$ cat src/rtl/wf_random_timer_pkg.sv
// Shared types and widths for the random delay timer.
package wf_random_timer_pkg;
   localparam int CNT_W = 7;   // tick count width (N max 31 + 31 = 62)
   localparam int RND_W = 5;   // upstream random generator width

   typedef enum logic [2:0] {
      ST_IDLE  = 3'd0,
      ST_REQ   = 3'd1,
      ST_LOAD  = 3'd2,
      ST_COUNT = 3'd3,
      ST_FIRE  = 3'd4
   } state_t;
endpackage

$ cat src/rtl/wf_tick_gen.sv
// Prescaler: emits a one-cycle tick every PRESCALE clocks while not cleared.
module wf_tick_gen #(
   parameter int PRESCALE = 1000
) (
   input  logic clk,
   input  logic reset,
   input  logic clear,
   output logic tick
);
   localparam int W = (PRESCALE > 1) ? $clog2(PRESCALE) : 1;
   localparam logic [W-1:0] LAST = W'(PRESCALE - 1);

   logic [W-1:0] cnt;

   // Free-running 0..PRESCALE-1 counter, held at 0 while cleared
   always_ff @(posedge clk) begin
      if (reset || clear)  cnt <= '0;
      else if (cnt == LAST) cnt <= '0;
      else                  cnt <= cnt + W'(1);
   end

   // Tick is suppressed while cleared so PRESCALE=1 does not tick outside COUNT
   assign tick = !clear && (cnt == LAST);
endmodule

$ cat src/rtl/wf_random_timer.sv
// Random delay timer: on start, pulls one value from the upstream PRNG,
// waits (rnd_data + MIN_TICKS) * PRESCALE clocks, then pulses fire.
// Optional macro WF_RANDOM_TIMER_REPEAT_EN: after fire, immediately
// request a new random delay (free-running) until cancel or reset.
module wf_random_timer
   import wf_random_timer_pkg::*;
#(
   parameter int PRESCALE  = 1000,
   parameter int MIN_TICKS = 1
) (
   input  logic             clk,
   input  logic             reset,
   input  logic             start,
   input  logic             cancel,
   input  logic [RND_W-1:0] rnd_data,
   output logic             rnd_enable,
   output logic             busy,
   output logic             fire,
   output logic [CNT_W-1:0] delay
);
   state_t           state;
   logic [CNT_W-1:0] remaining;
   logic [CNT_W-1:0] n_val;
   logic             tick;
   logic             pre_clear;

   // N never overflows 7 bits: 31 + 31 = 62
   assign n_val     = CNT_W'(rnd_data) + CNT_W'(MIN_TICKS);
   // Holding the prescaler clear outside COUNT guarantees it starts at 0 on entry
   assign pre_clear = (state != ST_COUNT);

   wf_tick_gen #(.PRESCALE(PRESCALE)) u_tick (
      .clk   (clk),
      .reset (reset),
      .clear (pre_clear),
      .tick  (tick)
   );

   // Control FSM with registered outputs; pulses default low every cycle
   always_ff @(posedge clk) begin
      if (reset) begin
         state      <= ST_IDLE;
         remaining  <= '0;
         rnd_enable <= 1'b0;
         busy       <= 1'b0;
         fire       <= 1'b0;
         delay      <= '0;
      end else begin
         rnd_enable <= 1'b0;
         fire       <= 1'b0;
         case (state)
            ST_IDLE: begin
               // cancel wins over a simultaneous start
               if (start && !cancel) begin
                  state      <= ST_REQ;
                  rnd_enable <= 1'b1;
                  busy       <= 1'b1;
               end
            end
            ST_REQ: begin
               if (cancel) begin
                  state <= ST_IDLE;
                  busy  <= 1'b0;
               end else begin
                  state <= ST_LOAD;
               end
            end
            ST_LOAD: begin
               if (cancel) begin
                  state <= ST_IDLE;
                  busy  <= 1'b0;
               end else begin
                  delay     <= n_val;
                  remaining <= n_val;
                  if (n_val == '0) begin
                     state <= ST_FIRE;
                     fire  <= 1'b1;
                  end else begin
                     state <= ST_COUNT;
                  end
               end
            end
            ST_COUNT: begin
               // cancel takes priority over a tick in the same cycle
               if (cancel) begin
                  state <= ST_IDLE;
                  busy  <= 1'b0;
               end else if (tick) begin
                  if (remaining == CNT_W'(1)) begin
                     state     <= ST_FIRE;
                     fire      <= 1'b1;
                     remaining <= '0;
                  end else begin
                     remaining <= remaining - CNT_W'(1);
                  end
               end
            end
            ST_FIRE: begin
`ifdef WF_RANDOM_TIMER_REPEAT_EN
               if (cancel) begin
                  state <= ST_IDLE;
                  busy  <= 1'b0;
               end else begin
                  state      <= ST_REQ;
                  rnd_enable <= 1'b1;
               end
`else
               state <= ST_IDLE;
               busy  <= 1'b0;
`endif
            end
            default: begin
               state <= ST_IDLE;
               busy  <= 1'b0;
            end
         endcase
      end
   end
endmodule

$ cat config.mk
export PLATFORM = sky130hd
export DESIGN_NAME = wf_random_timer
export DESIGN_NICKNAME = d
export VERILOG_FILES = /design/src/rtl/wf_random_timer_pkg.sv /design/src/rtl/wf_tick_gen.sv /design/src/rtl/wf_random_timer.sv
export SDC_FILE = /design/constraint.sdc
export NUM_CORES = 1
export LEC_CHECK = 0
export CAP_MARGIN = 20
export CORE_ASPECT_RATIO = 1.75
export CORE_MARGIN = 5
export CORE_UTILIZATION = 40
export CTS_CLUSTER_DIAMETER = 200
export DETAILED_ROUTE_END_ITERATION = 10
export DONT_BUFFER_PORTS = 1
export GPL_ROUTABILITY_DRIVEN = 0
export HOLD_SLACK_MARGIN = 0.03
export PLACE_DENSITY = 0.54
export SLEW_MARGIN = 20
export SYNTH_ARGS = -nofsm -noshare
export SYNTH_HDL_FRONTEND = slang
export SYNTH_HIERARCHICAL = 1
export SYNTH_SLANG_ARGS = --single-unit
$ cat constraint.sdc
create_clock -name clk -period 2.1 [get_ports clk]
set_input_delay 0.21 -clock clk [delete_from_list [all_inputs] [get_ports clk]]
set_output_delay 0.21 -clock clk [all_outputs]
set_load 0.02 [all_outputs]
* Word-level counts from Yosys, hierarchy flattened *
Index checks and enable logic that the tools add are counted.

word-level totals
  word-level logic and storage cells = 63
  bits in registers = 30
  output and inout bits = 10

operators by class
  eq/ne operators = 13
  add/subtract/negate cells = 3
  reductions and logical operators = 15
  bitwise logic cells = 2
  muxes and demuxes = 23

operators with widths
  operator                 number
  $mux W7                  4
  $mux W3                  6
  $pmux W7 S2              1
  $pmux W3 S4              1
  $add A10 B1 Y10 const B  1
  $eq A10 B10 Y1 const B   1
  $mux W1                  8
  $ne A2 B2 Y1 const B     4
  $eq A7 B1 Y1 const B     1
  $logic_not A7 Y1         1
  $sub A7 B1 Y7 const B    1
  $add A5 B1 Y6 const B    1
  $eq A3 B2 Y1 const B     2
  $ne A3 B3 Y1 const B     2
  $pmux W1 S2              2
  $reduce_and A2 Y1        2
  $reduce_and A4 Y1        1
  $reduce_or A2 Y1         2
  $eq A3 B1 Y1 const B     1
  $logic_not A3 Y1         1
  $ne A3 B2 Y1 const B     1
  $reduce_and A3 Y1        1
  $reduce_or A3 Y1         1
  $logic_and A1 B1 Y1      2
  other kinds (6)          8

* Depth between registers and ports, before layout *
Gate-level depths: netlist of the first run.

  depth after elaboration = 6
  mapped depth = 9

* Cells and area by module *
Netlist of the first run, hierarchy kept.

by module, submodules not included
  module           area each (µm²)  cells an instance  times used  sequential area each (µm²)
  wf_random_timer  1082.3           130                1           380.4
  wf_tick_gen      460.4            52                 1           200.2

* Worst setup path before layout of the first run *
Ideal clock, no wire load.

  path kind = register -> register
  from = reg u_tick.cnt[0]
  to = reg remaining[6]
  period minus slack after synthesis = 1.958 ns
  buffers on the path = 0
  cell stages (with the launch flop) = 8
  slack = 0.142 ns
  arrival time = 1.887 ns
  required time = 2.030 ns
  path through = dfxtp_1 ha_1 and4bb_1 nand2_1 nor3_1 nand4_1 or4b_1 a21oi_1

between the ends
  longest elaborated chain between the ends = 4

ends and longest elaborated chain
  element                             RTL line               RTL
  from (decl)                         wf_tick_gen.sv:13      logic [W-1:0] cnt;
  from (signal assigned)              wf_tick_gen.sv:19      else cnt <= cnt + W'(1);
  $eq A10 B10 Y1                      wf_tick_gen.sv:23      assign tick = !clear && (cnt == LAST);
  $logic_and A1 B1 Y1                 wf_tick_gen.sv:23
  via tick                            wf_random_timer.sv:24  logic tick;
  $ne A2 B2 Y1 (no source line)       --
  $reduce_and A4 Y1 (no source line)  --
  to (signal assigned)                wf_random_timer.sv:74  remaining <= n_val;
  to (signal assigned)                wf_random_timer.sv:94  remaining <= remaining - CNT_W'(1);
  to (decl)                           wf_random_timer.sv:22  logic [CNT_W-1:0] remaining;

The timed path passes the listed nets, and every way through them passes these cells.
A chain may end at the register's enable or synchronous reset.

* Final worst setup path of the first run *
  from = reg u_tick.cnt[0]
  to = reg remaining[2]

Same word-level chain as after synthesis.

==> reports/results.ini, run 1 <==
[status]
outcome = complete, no violations

[cts]
cts_tree = yes
clock-sinks = 29
cts-root-buf = clkbuf_8
clkTransAtPathRegs_ns = 0.07
clk_latency_ns = 0.28
numCtsBuffers = 5
ctsHtreeMaxLevel = 2
cts_buffer_depth = 2

[worst_hold_path]
hold_class = primary input to register

[logic_synthesis]
yosys_warnings = 6
synth-edff-count = 0
synthArstFlopShare = 0
yosys_most_used_dff = dfxtp_1
ys_ff_latch = 29
syn_avg_cell_area_um2 = 8.48
yosysUniqueCellTypes = 49
synthesis.area_um2 = 1540
ys_seq_area_frac = 0.376
synthCells = 182
syn-num-nets = 196

[placed_design]
place_area_um2 = 1600
post-place-ws_ns = 0.0318
dp_hpwl_mm = 2.76
numPortBuffers = 0

[power]
irDropWorstVdd_mv = 0.473
p_sw_mw = 0.262
pwr_density_cell_nw_per_um2 = 616
p_leak_nw = 0.588
pwr-share-clk = 0.415
seqPwrFrac = 0.530
pwr-share-comb = 0.055
power_mw = 1.07
intPower_mw = 0.809
swShare = 0.244

[floorplanning]
core_um2 = 3790
row_count = 30
dieArea_um2 = 5250
die_h_um = 92.2
initial_utilization = 0.407
io_pins = 19
die_w_um = 56.9

[sta]
hold_viol_final = 0
fin_ws_ns = 0.136
setup_viol = 0
worst_slew_pin_slew_ns = 0.514
clock-skew-final_ns = 0.00740
relSlewSlack = 0.656
setup_tns_ns = 0
rsz0062_at_grt = no
timing.fmax_mhz = 509
finalCriticalPeriod_ns = 1.96
final_max_slew_viol_count = 0
finalCritPeriodShare = 0.935

[routing]
drt_wl_total_mm = 3.58
drc_errors = 0
first_pass_iters = 4
vias_per_cell = 5.57
drtAntennaViolNets = 0
wire_per_inst_um = 15.0
drtIter0Drc = 26
dr_total_vias = 1331

[finish]
utilization = 0.458
num_antenna_cells = 0
syn_to_final_growth_pct = 12.7
seqCellArea_um2 = 583
num-nets-final = 204
drive_gt1_frac = 0.173
multi_input_area_um2 = 917
fin_area_um2 = 1740
nFillCells = 403

[global_route]
grt_pass1_vias = 1376
grt_max_degree = 12
grt_pass1_wl_mm = 6.33
overflow = 0
grt_usage = 0.153
antenna_found_initial = 0

[setup_path]
critical_path_peak_fanout = 4
critPathBufInv = 0
slowest_stage = or4b_1
arrival_ns = 2.18
path_cells = ha_2, and4bb_1, nand2_2, nor3_4, nand3_1, or4b_1, a31oi_1
critPathMaxStageDelay_ns = 0.47
end_kind = register
cp_data_required_time_ns = 2.31
cpLargestDelayFamily = simple AND/OR/NAND/NOR gates
critical_path_class = register to register
critPathLaunchType = register

[flow_run]
max_cap_violations = 0

flip-flops by register name, summed over array words and instances (netlist names):
register	cells
rnd_enable	1
state	3
delay	6
fire	1
busy	1
u_tick/cnt	10
remaining	7
synth_stat cells, types with 3 or more instances:
cell	count	area (um^2)
xnor2_1	4	35.0
nand2_1	10	37.5
a211oi_1	4	30.0
nand4_1	3	18.8
nand2b_1	3	18.8
ha_1	5	62.6
clkbuf_1	3	11.3
nor2b_1	3	18.8
xor2_1	4	35.0
a21oi_1	11	55.1
or3_1	5	31.3
buf_4	3	22.5
o21ai_1	6	30.0
dfxtp_1	29	581
nand3_1	11	55.1
a31oi_1	3	18.8
o21ai_0	4	20.0
inv_1	5	18.8
nor3_1	6	30.0
nor2_1	25	93.8
layer usage:
layer / global-route usage / vias to the layer above / wire length, um
met3: 0.0507 / 8 / 171
met2: 0.281 / 27 / 2050
li1: - / 663 / -
met1: 0.149 / 633 / 1300
met4: 0.0696 / 0 / 62
met5: 0 / - / 0
power by group through the flow:
| stage | Sequential, mW | Combinational (mW) | Clock, mW |
|---|---|---|---|
| 2_1_floorplan | 0.578 | 0.0470 | 0 |
| 3_3_place_gp | 0.580 | 0.0513 | 0 |
| 5_1_grt | 0.568 | 0.0663 | 0.491 |
| 6_report | 0.567 | 0.0594 | 0.445 |
| 3_5_place_dp | 0.580 | 0.0521 | 0 |
| 4_1_cts | 0.567 | 0.0594 | 0.463 |
placed cells by master (no fill, tap or decap), types with 2 or more instances in the layout:
cell type | netlist | final
a211oi_1 | 4 | 4
a21oi_1 | 11 | 11
a31oi_1 | 3 | 3
buf_4 | 3 | 6
clkbuf_8 | 0 | 5
clkinv_2 | 0 | 2
dfxtp_1 | 29 | 27
dfxtp_2 | 0 | 2
dlygate4sd3_1 | 0 | 2
ha_1 | 5 | 4
inv_1 | 5 | 5
inv_2 | 2 | 2
mux2i_1 | 2 | 2
nand2_1 | 10 | 9
nand2b_1 | 3 | 3
nand3_1 | 11 | 11
nand4_1 | 3 | 3
nor2_1 | 25 | 25
nor2b_1 | 3 | 3
nor3_1 | 6 | 5
o211ai_1 | 2 | 2
o21ai_0 | 4 | 4
o21ai_1 | 6 | 5
o22ai_1 | 2 | 2
or2_2 | 2 | 2
or3_1 | 5 | 5
or4b_1 | 2 | 2
xnor2_1 | 4 | 4
xor2_1 | 4 | 4
layout make-up:
class | instances | area share
Tap cell | 48 | 0.0346
Multi-Input combinational cell | 139 | 0.528
Sequential cell | 29 | 0.335
Timing Repair Buffer | 8 | 0.0374
Clock buffer | 5 | 0.0396
Clock inverter | 3 | 0.0101
Inverter | 7 | 0.0151
per-stage QoR:
stage,hold slack [ns],cells
after floorplan,0.306,182
after global placement,0.283,228
after detailed placement,0.284,228
after CTS,0.103,238
after global routing,0.110,239
final,0.104,239
kinds of logic after synthesis:
| logic type | Yosys count | share of synthesized area |
|---|---|---|
| AOI/OAI and AO/OA | 39 | 0.161 |
| xor gates and xnor gates | 8 | 0.0454 |
| adders and majority gates | 5 | 0.0406 |
| buffers and inverters | 14 | 0.0422 |
| DFF | 29 | 0.376 |
| muxes | 2 | 0.0130 |
| other | 1 | 0.00243 |
| and+or+nand+nor | 84 | 0.319 |
timing repair:
item	in CTS	in global routing
gates resized for setup	0	7
setup buffers	0	1
hold buffers	2	0
hold endpoints to repair	11	0
setup endpoints to repair	0	10
path summary, 6_finish.rpt:
| path | slack [ns] | startpoint | cells after the start | endpoint |
|---|---|---|---|---|
| worst min register to register | 0.43 | u_tick/cnt[0]$_SDFF_PP0_ | 1 | u_tick/cnt[0]$_SDFF_PP0_ |
| worst max register to register | 0.14 | u_tick/cnt[0]$_SDFF_PP0_ | 7 | remaining[2]$_SDFFE_PP0P_ |
| worst max-delay path | 0.14 | u_tick/cnt[0]$_SDFF_PP0_ | 7 | remaining[2]$_SDFFE_PP0P_ |
| worst min-delay path | 0.10 | reset | 3 | state[1]$_SDFFE_PP0P_ |
worst register-to-register path: cells and delay by family, from the launching register on:
kind	cells	cell delay, ns
AOI/OAI and AO/OA	1	0.16
adders and majority gates	1	0.17
and+or+nand+nor	5	1.22
DFF	1	0.34
Note: power is estimated with default switching activity, not from simulation.
==> run 2: changes to the inputs <==
Settings changed: SYNTH_HIERARCHICAL 1 to default.
==> reports/results.ini, run 2 <==
[sta]
fin_ws_ns = 0.369  ; +0.233 ns
whs_ns = 0.0413  ; -0.0629 ns
clock-skew-final_ns = 0.0110  ; +0.00362 ns
timing.fmax_mhz = 578  ; +13%
final_max_slew_viol_count = 0  ; unchanged
hold_viol_final = 0  ; unchanged
setup_tns_ns = 0  ; unchanged
relSlewSlack = 0.624  ; -0.0320
finalCriticalPeriod_ns = 1.73  ; -0.233 ns
finalCritPeriodShare = 0.824  ; -0.111
setup_viol = 0  ; unchanged
rsz0062_at_grt = no
worst_slew_pin_slew_ns = 0.562  ; +0.0478 ns

[cts]
post_cts_buffers = 0  ; unchanged
clk_latency_ns = 0.28  ; about the same
clock-sinks = 29  ; unchanged
cts_buffer_depth = 2  ; unchanged
cts_hold_buf = 2  ; unchanged
clkTransAtPathRegs_ns = 0.07  ; about the same
ctsHtreeMaxLevel = 2  ; unchanged
cts-root-buf = clkbuf_8
cts_tree = yes
numCtsBuffers = 5  ; unchanged
cts.repair.resized = 0  ; unchanged

[logic_synthesis]
yosys.area_share.xor_xnor = 0.0701  ; +0.0247
syn-num-nets = 186  ; -5.1%
ys_ff_latch = 29  ; unchanged
synth_area_leaders = dfxtp_1 (39%), xnor2_1 (5.3%), nor2_1 (4.8%), nand2_1 (3.8%), a21oi_1 (3.3%)
synth-edff-count = 0  ; unchanged
yosys_warnings = 0  ; -6
yosysUniqueCellTypes = 51  ; +4.1%
synthTopCellsByCount = dfxtp_1 (29), nor2_1 (19), nand2_1 (15), a21oi_1 (10), nor3_1 (10)
yosys_most_used_dff = dfxtp_1
synthSimpleGateAreaFrac = 0.269  ; -0.0500
synthMuxAreaShare = 0.00668  ; -0.00630
synth_compound_area_frac = 0.188  ; +0.0264
synthArstFlopShare = 0  ; unchanged
syn_avg_cell_area_um2 = 8.66  ; +2.2%
synthesis.area_um2 = 1500  ; -2.8%
synth_top_area_share = 0.387  ; +0.0110
synthAdderAreaFrac = 0.0334  ; -0.00716
synthCells = 173  ; -4.9%
synth_top_cell_by_area = dfxtp_1
synth_top_family_by_area = simple AND/OR/NAND/NOR gates
ys_seq_area_frac = 0.387  ; +0.0110
yosysMostFrequentCell = dfxtp_1

[flow_run]
max_cap_violations = 0  ; unchanged

[floorplanning]
die_w_um = 56.3  ; -1.2%
dieArea_um2 = 5120  ; -2.4%
initial_utilization = 0.413  ; +0.00617
die_h_um = 91.0  ; -1.3%
row_count = 29  ; -3.3%
core_um2 = 3630  ; -4.3%
io_pins = 19  ; unchanged

[finish]
post_layout_nonfiller_instances = 223  ; -6.7%
top_regs = u_tick.cnt (10), remaining (7), delay (6)
layout_common_cells = dfxtp_1 (29), nor2_1 (19), nand2_1 (15)
num-nets-final = 189  ; -7.4%
nFillCells = 370  ; -8.2%
largest_register_ffs = 10  ; unchanged
multi_input_area_um2 = 853  ; -7.0%
regMostFlops = u_tick.cnt
fin_area_um2 = 1650  ; -5.0%
num_antenna_cells = 0  ; unchanged
drive_gt1_frac = 0.107  ; -0.0654
seqCellArea_um2 = 581  ; -0.43%
syn_to_final_growth_pct = 10.1
mostFrequentLayoutCell = dfxtp_1
utilization = 0.455  ; -0.00359

[setup_path]
critPathMaxStageDelay_ns = 0.37  ; -0.10 ns
critical_path_peak_fanout = 6  ; +2
r2r-start = u_tick.cnt[0]$_SDFF_PP0_
critical_path_class = register to register
slowest_stage = o31a_1
crit_start = u_tick.cnt[0]$_SDFF_PP0_
cp_data_required_time_ns = 2.24  ; -0.07 ns
cpLargestDelayFamily = simple AND/OR/NAND/NOR gates
critPathBufInv = 0  ; unchanged
path_cells = ha_1, nand4b_1, o31a_1, nor4_1, a211oi_1
critPathLaunchType = register
arrival_ns = 1.87  ; -0.31 ns
end_kind = register

[worst_hold_path]
hold_class = primary input to register
min-delay-start = reset

[power]
pwr_density_cell_nw_per_um2 = 696  ; +13%
irDropWorstVdd_mv = 0.475  ; +0.42%
power_mw = 1.15  ; +7.2%
p_leak_nw = 0.567  ; -3.6%

[routing]
drtAntennaViolNets = 0  ; unchanged
drc_errors = 0  ; unchanged
first_pass_iters = 4  ; unchanged
drtIter0Drc = 13  ; -50%
vias_per_cell = 5.76  ; +3.5%
dr_total_vias = 1285  ; -3.5%
drt_wl_total_mm = 3.43  ; -4.2%
wire_per_inst_um = 15.4  ; +2.6%

[global_route]
grt_max_degree = 15  ; +3
overflow = 0  ; unchanged
antenna_found_initial = 0  ; unchanged
grt_pass1_vias = 1303  ; -5.3%
grt_usage = 0.146  ; -0.00769
grt_pass1_wl_mm = 5.97  ; -5.7%

[placed_design]
numPortBuffers = 0  ; unchanged
post-place-ws_ns = 0.393  ; +0.361 ns
place_area_um2 = 1530  ; -4.5%
dp_hpwl_mm = 2.56  ; -7.2%
dp.cells = 213  ; -6.6%

[status]
outcome = complete, no violations

run 2: where the power goes:
part,switching (mW),internal (mW)
logic,0.0398,0.0291
registers,0.0118,0.556
clock network,0.215,0.296
total,0.267,0.881
run 2: final cells by class:
cell class / instances / share of cell area
clock buffers: 7 / 0.0584
well taps: 46 / 0.0349
repair buffers: 3 / 0.0167
flip-flops and latches: 29 / 0.352
clock inverters: 1 / 0.00303
inverters: 8 / 0.0182
multi-input cells: 129 / 0.517
run 2: final timing paths:
path | depth (start not counted) | slack, ns | to
max | 5 | 0.37 | remaining[0]$_SDFFE_PP0P_
min | 1 | 0.04 | remaining[2]$_SDFFE_PP0P_
max reg2reg | 5 | 0.37 | remaining[0]$_SDFFE_PP0P_
min reg2reg | 1 | 0.46 | u_tick.cnt[0]$_SDFF_PP0_
run 2: layer usage:
layer | wire, um | vias to the layer above | global-route usage
met1 | 1260 | 615 | 0.141
met3 | 155 | 17 | 0.0511
met5 | 0 | - | 0
met4 | 178 | 0 | 0.101
li1 | - | 626 | -
met2 | 1830 | 27 | 0.252
run 2: logic make-up (layout without fill, tap and decap cells):
group / Yosys count / count (layout)
AO/OA/AOI/OAI: 41 / 41
XOR/XNOR: 12 / 12
adder cells (fa/ha/maj): 4 / 4
buffers and inverters: 15 / 19
flip-flops: 29 / 29
multiplexers: 1 / 1
other: 1 / 1
AND/OR/NAND/NOR: 70 / 70
==> run 3: changes to the inputs <==
Settings changed: PLACE_DENSITY 0.54 to 0.52.
Clock period 2.1 ns to 1.7 ns, I/O delays scaled along.
==> reports/results.ini, run 3 (synthesized netlist as in run 2, its figures left out) <==
[power]
seqPwrFrac = 0.519  ; +0.024
swShare = 0.252  ; +0.0193
pwr-share-clk = 0.409  ; -0.036
pwr-share-comb = 0.072  ; +0.012
irDropWorstVdd_mv = 0.599  ; +26%
p_sw_mw = 0.341  ; +28%
intPower_mw = 1.01  ; +15%
pwr_density_cell_nw_per_um2 = 782  ; +12%
p_leak_nw = 0.593  ; +4.6%
power_mw = 1.35  ; +18%

[finish]
post_layout_nonfiller_instances = 229  ; +2.7%
layout_common_cells = dfxtp_1 (27), nor2_1 (19), nand2_1 (14)
largest_register_ffs = 10  ; unchanged
drive_gt1_frac = 0.175  ; +0.0675
num-nets-final = 195  ; +3.2%
top_regs = u_tick.cnt (10), remaining (7), delay (6)
syn_to_final_growth_pct = 15.4
mostFrequentLayoutCell = dfxtp_1
num_antenna_cells = 0  ; unchanged
regMostFlops = u_tick.cnt
utilization = 0.477  ; +0.0221

[routing]
drc_errors = 0  ; unchanged
first_pass_iters = 4  ; unchanged
drtAntennaViolNets = 0  ; unchanged
dr_total_vias = 1325  ; +3.1%
vias_per_cell = 5.79  ; +0.41%
drtIter0Drc = 27  ; +14
wire_per_inst_um = 15.9  ; +3.6%
drt_wl_total_mm = 3.65  ; +6.4%

[setup_path]
critPathLaunchType = register
rrSetupSlack_ns = 0.10  ; -0.27 ns
cp_data_required_time_ns = 1.86  ; -0.38 ns
rr_endpoint = remaining[6]$_SDFFE_PP0P_
end_kind = register
ff2ff_path_depth = 5  ; unchanged
critical_path_peak_fanout = 6  ; unchanged
critical_path_class = register to register
arrival_ns = 1.76  ; -0.11 ns
r2r-start = u_tick.cnt[0]$_SDFF_PP0_

[floorplanning]
dieArea_um2 = 5120  ; unchanged
die_w_um = 56.3  ; unchanged
io_pins = 19  ; unchanged
die_h_um = 91.0  ; unchanged
row_count = 29  ; unchanged
initial_utilization = 0.413  ; unchanged
core_um2 = 3630  ; unchanged

[cts]
clkTransAtPathRegs_ns = 0.07  ; about the same
cts_tree = yes
clock-sinks = 29  ; unchanged
ctsHtreeMaxLevel = 2  ; unchanged
cts-root-buf = clkbuf_8
numCtsBuffers = 5  ; unchanged
post_cts_buffers = 0  ; unchanged
cts_buffer_depth = 2  ; unchanged
clk_latency_ns = 0.29  ; about the same

[sta]
final_max_slew_viol_count = 0  ; unchanged
finalCriticalPeriod_ns = 1.60  ; -0.134 ns
clock-skew-final_ns = 0.0102  ; -0.000855 ns
relSlewSlack = 0.548  ; -0.0764
timing.fmax_mhz = 626  ; +8.4%
hold_viol_final = 0  ; unchanged
whs_ns = 0.0635  ; +0.0221 ns
worst_slew_pin_slew_ns = 0.676  ; +0.114 ns
setup_viol = 0  ; unchanged
finalCritPeriodShare = 0.939  ; +0.115

[placed_design]
dp_hpwl_mm = 2.58  ; +0.77%
numPortBuffers = 0  ; unchanged
dp.cells = 218  ; +2.3%

[global_route]
overflow = 0  ; unchanged
grt_pass1_vias = 1294  ; -0.69%
grt_max_degree = 18  ; +3
grt_usage = 0.143  ; -0.00210
grt_pass1_wl_mm = 5.88  ; -1.5%
antenna_found_initial = 0  ; unchanged

[status]
outcome = complete, no violations

[worst_hold_path]
min-delay-start = reset
min_path_cells = 2  ; +1
hold_class = primary input to register
min_to = rnd_enable$_SDFF_PP0_

[flow_run]
max_cap_violations = 0  ; unchanged

run 3: power by group through the flow:
stage	Clock (mW)	Sequential (mW)	Combinational [mW]
3_3_place_gp	0	0.717	0.0806
5_1_grt	0.601	0.703	0.107
6_report	0.554	0.702	0.0974
4_1_cts	0.567	0.702	0.0938
3_5_place_dp	0	0.718	0.0815
2_1_floorplan	0	0.714	0.0702
run 3: repair_timing:
action,in CTS,in global routing
gates resized for setup,0,11
setup endpoints to repair,0,16
hold buffers,3,0
endpoints found under the hold margin,18,0
run 3: area by class of cell:
type,instances,area (um^2)
clock buffer,6,72.6
clock inverter,2,10.0
fill,364,1900
inverter,8,30.0
multi-input combinational,129,902
sequential,29,583
tap,46,57.6
timing repair buffer,9,75.1
run 3: how the worst max path moves through the flow:
stage | start | endpoint | slack, ns | cells past startpoint
6_report | u_tick.cnt[0]$_SDFF_PP0_ | remaining[6]$_SDFFE_PP0P_ | 0.10 | 5
5_1_grt | remaining[0]$_SDFFE_PP0P_ | remaining[4]$_SDFFE_PP0P_ | -0.03 | 6
4_1_cts | u_tick.cnt[0]$_SDFF_PP0_ | remaining[0]$_SDFFE_PP0P_ | 0.02 | 5
3_5_place_dp | u_tick.cnt[0]$_SDFF_PP0_ | remaining[0]$_SDFFE_PP0P_ | 0.06 | 5
3_3_place_gp | u_tick.cnt[0]$_SDFF_PP0_ | remaining[6]$_SDFFE_PP0P_ | 0.12 | 5
2_1_floorplan | u_tick.cnt[0]$_SDFF_PP0_ | remaining[5]$_SDFFE_PP0P_ | 0.20 | 5
run 3: through the flow:
stage	setup slack, ns	area (um^2)	setup TNS (ns)
after global placement	0.117	1570	0
after detailed placement	0.0578	1570	0
final	0.103	1730	0
after floorplan	0.202	1500	0
after global routing	-0.0278	1730	-0.0278
after CTS	0.0206	1680	0
run 3: metal layers:
metal / global-route usage / wire length, um
met5: 0 / 0
met4: 0.101 / 197
met3: 0.0440 / 174
met2: 0.249 / 1910
met1: 0.141 / 1370
run 3: critical path, cell delays in order, from the launching register on:
cell      delay [ns]
dfxtp_2         0.36
ha_4            0.15
nand4b_1        0.15
o31a_1          0.44
o311ai_1        0.29
o21ai_1         0.09
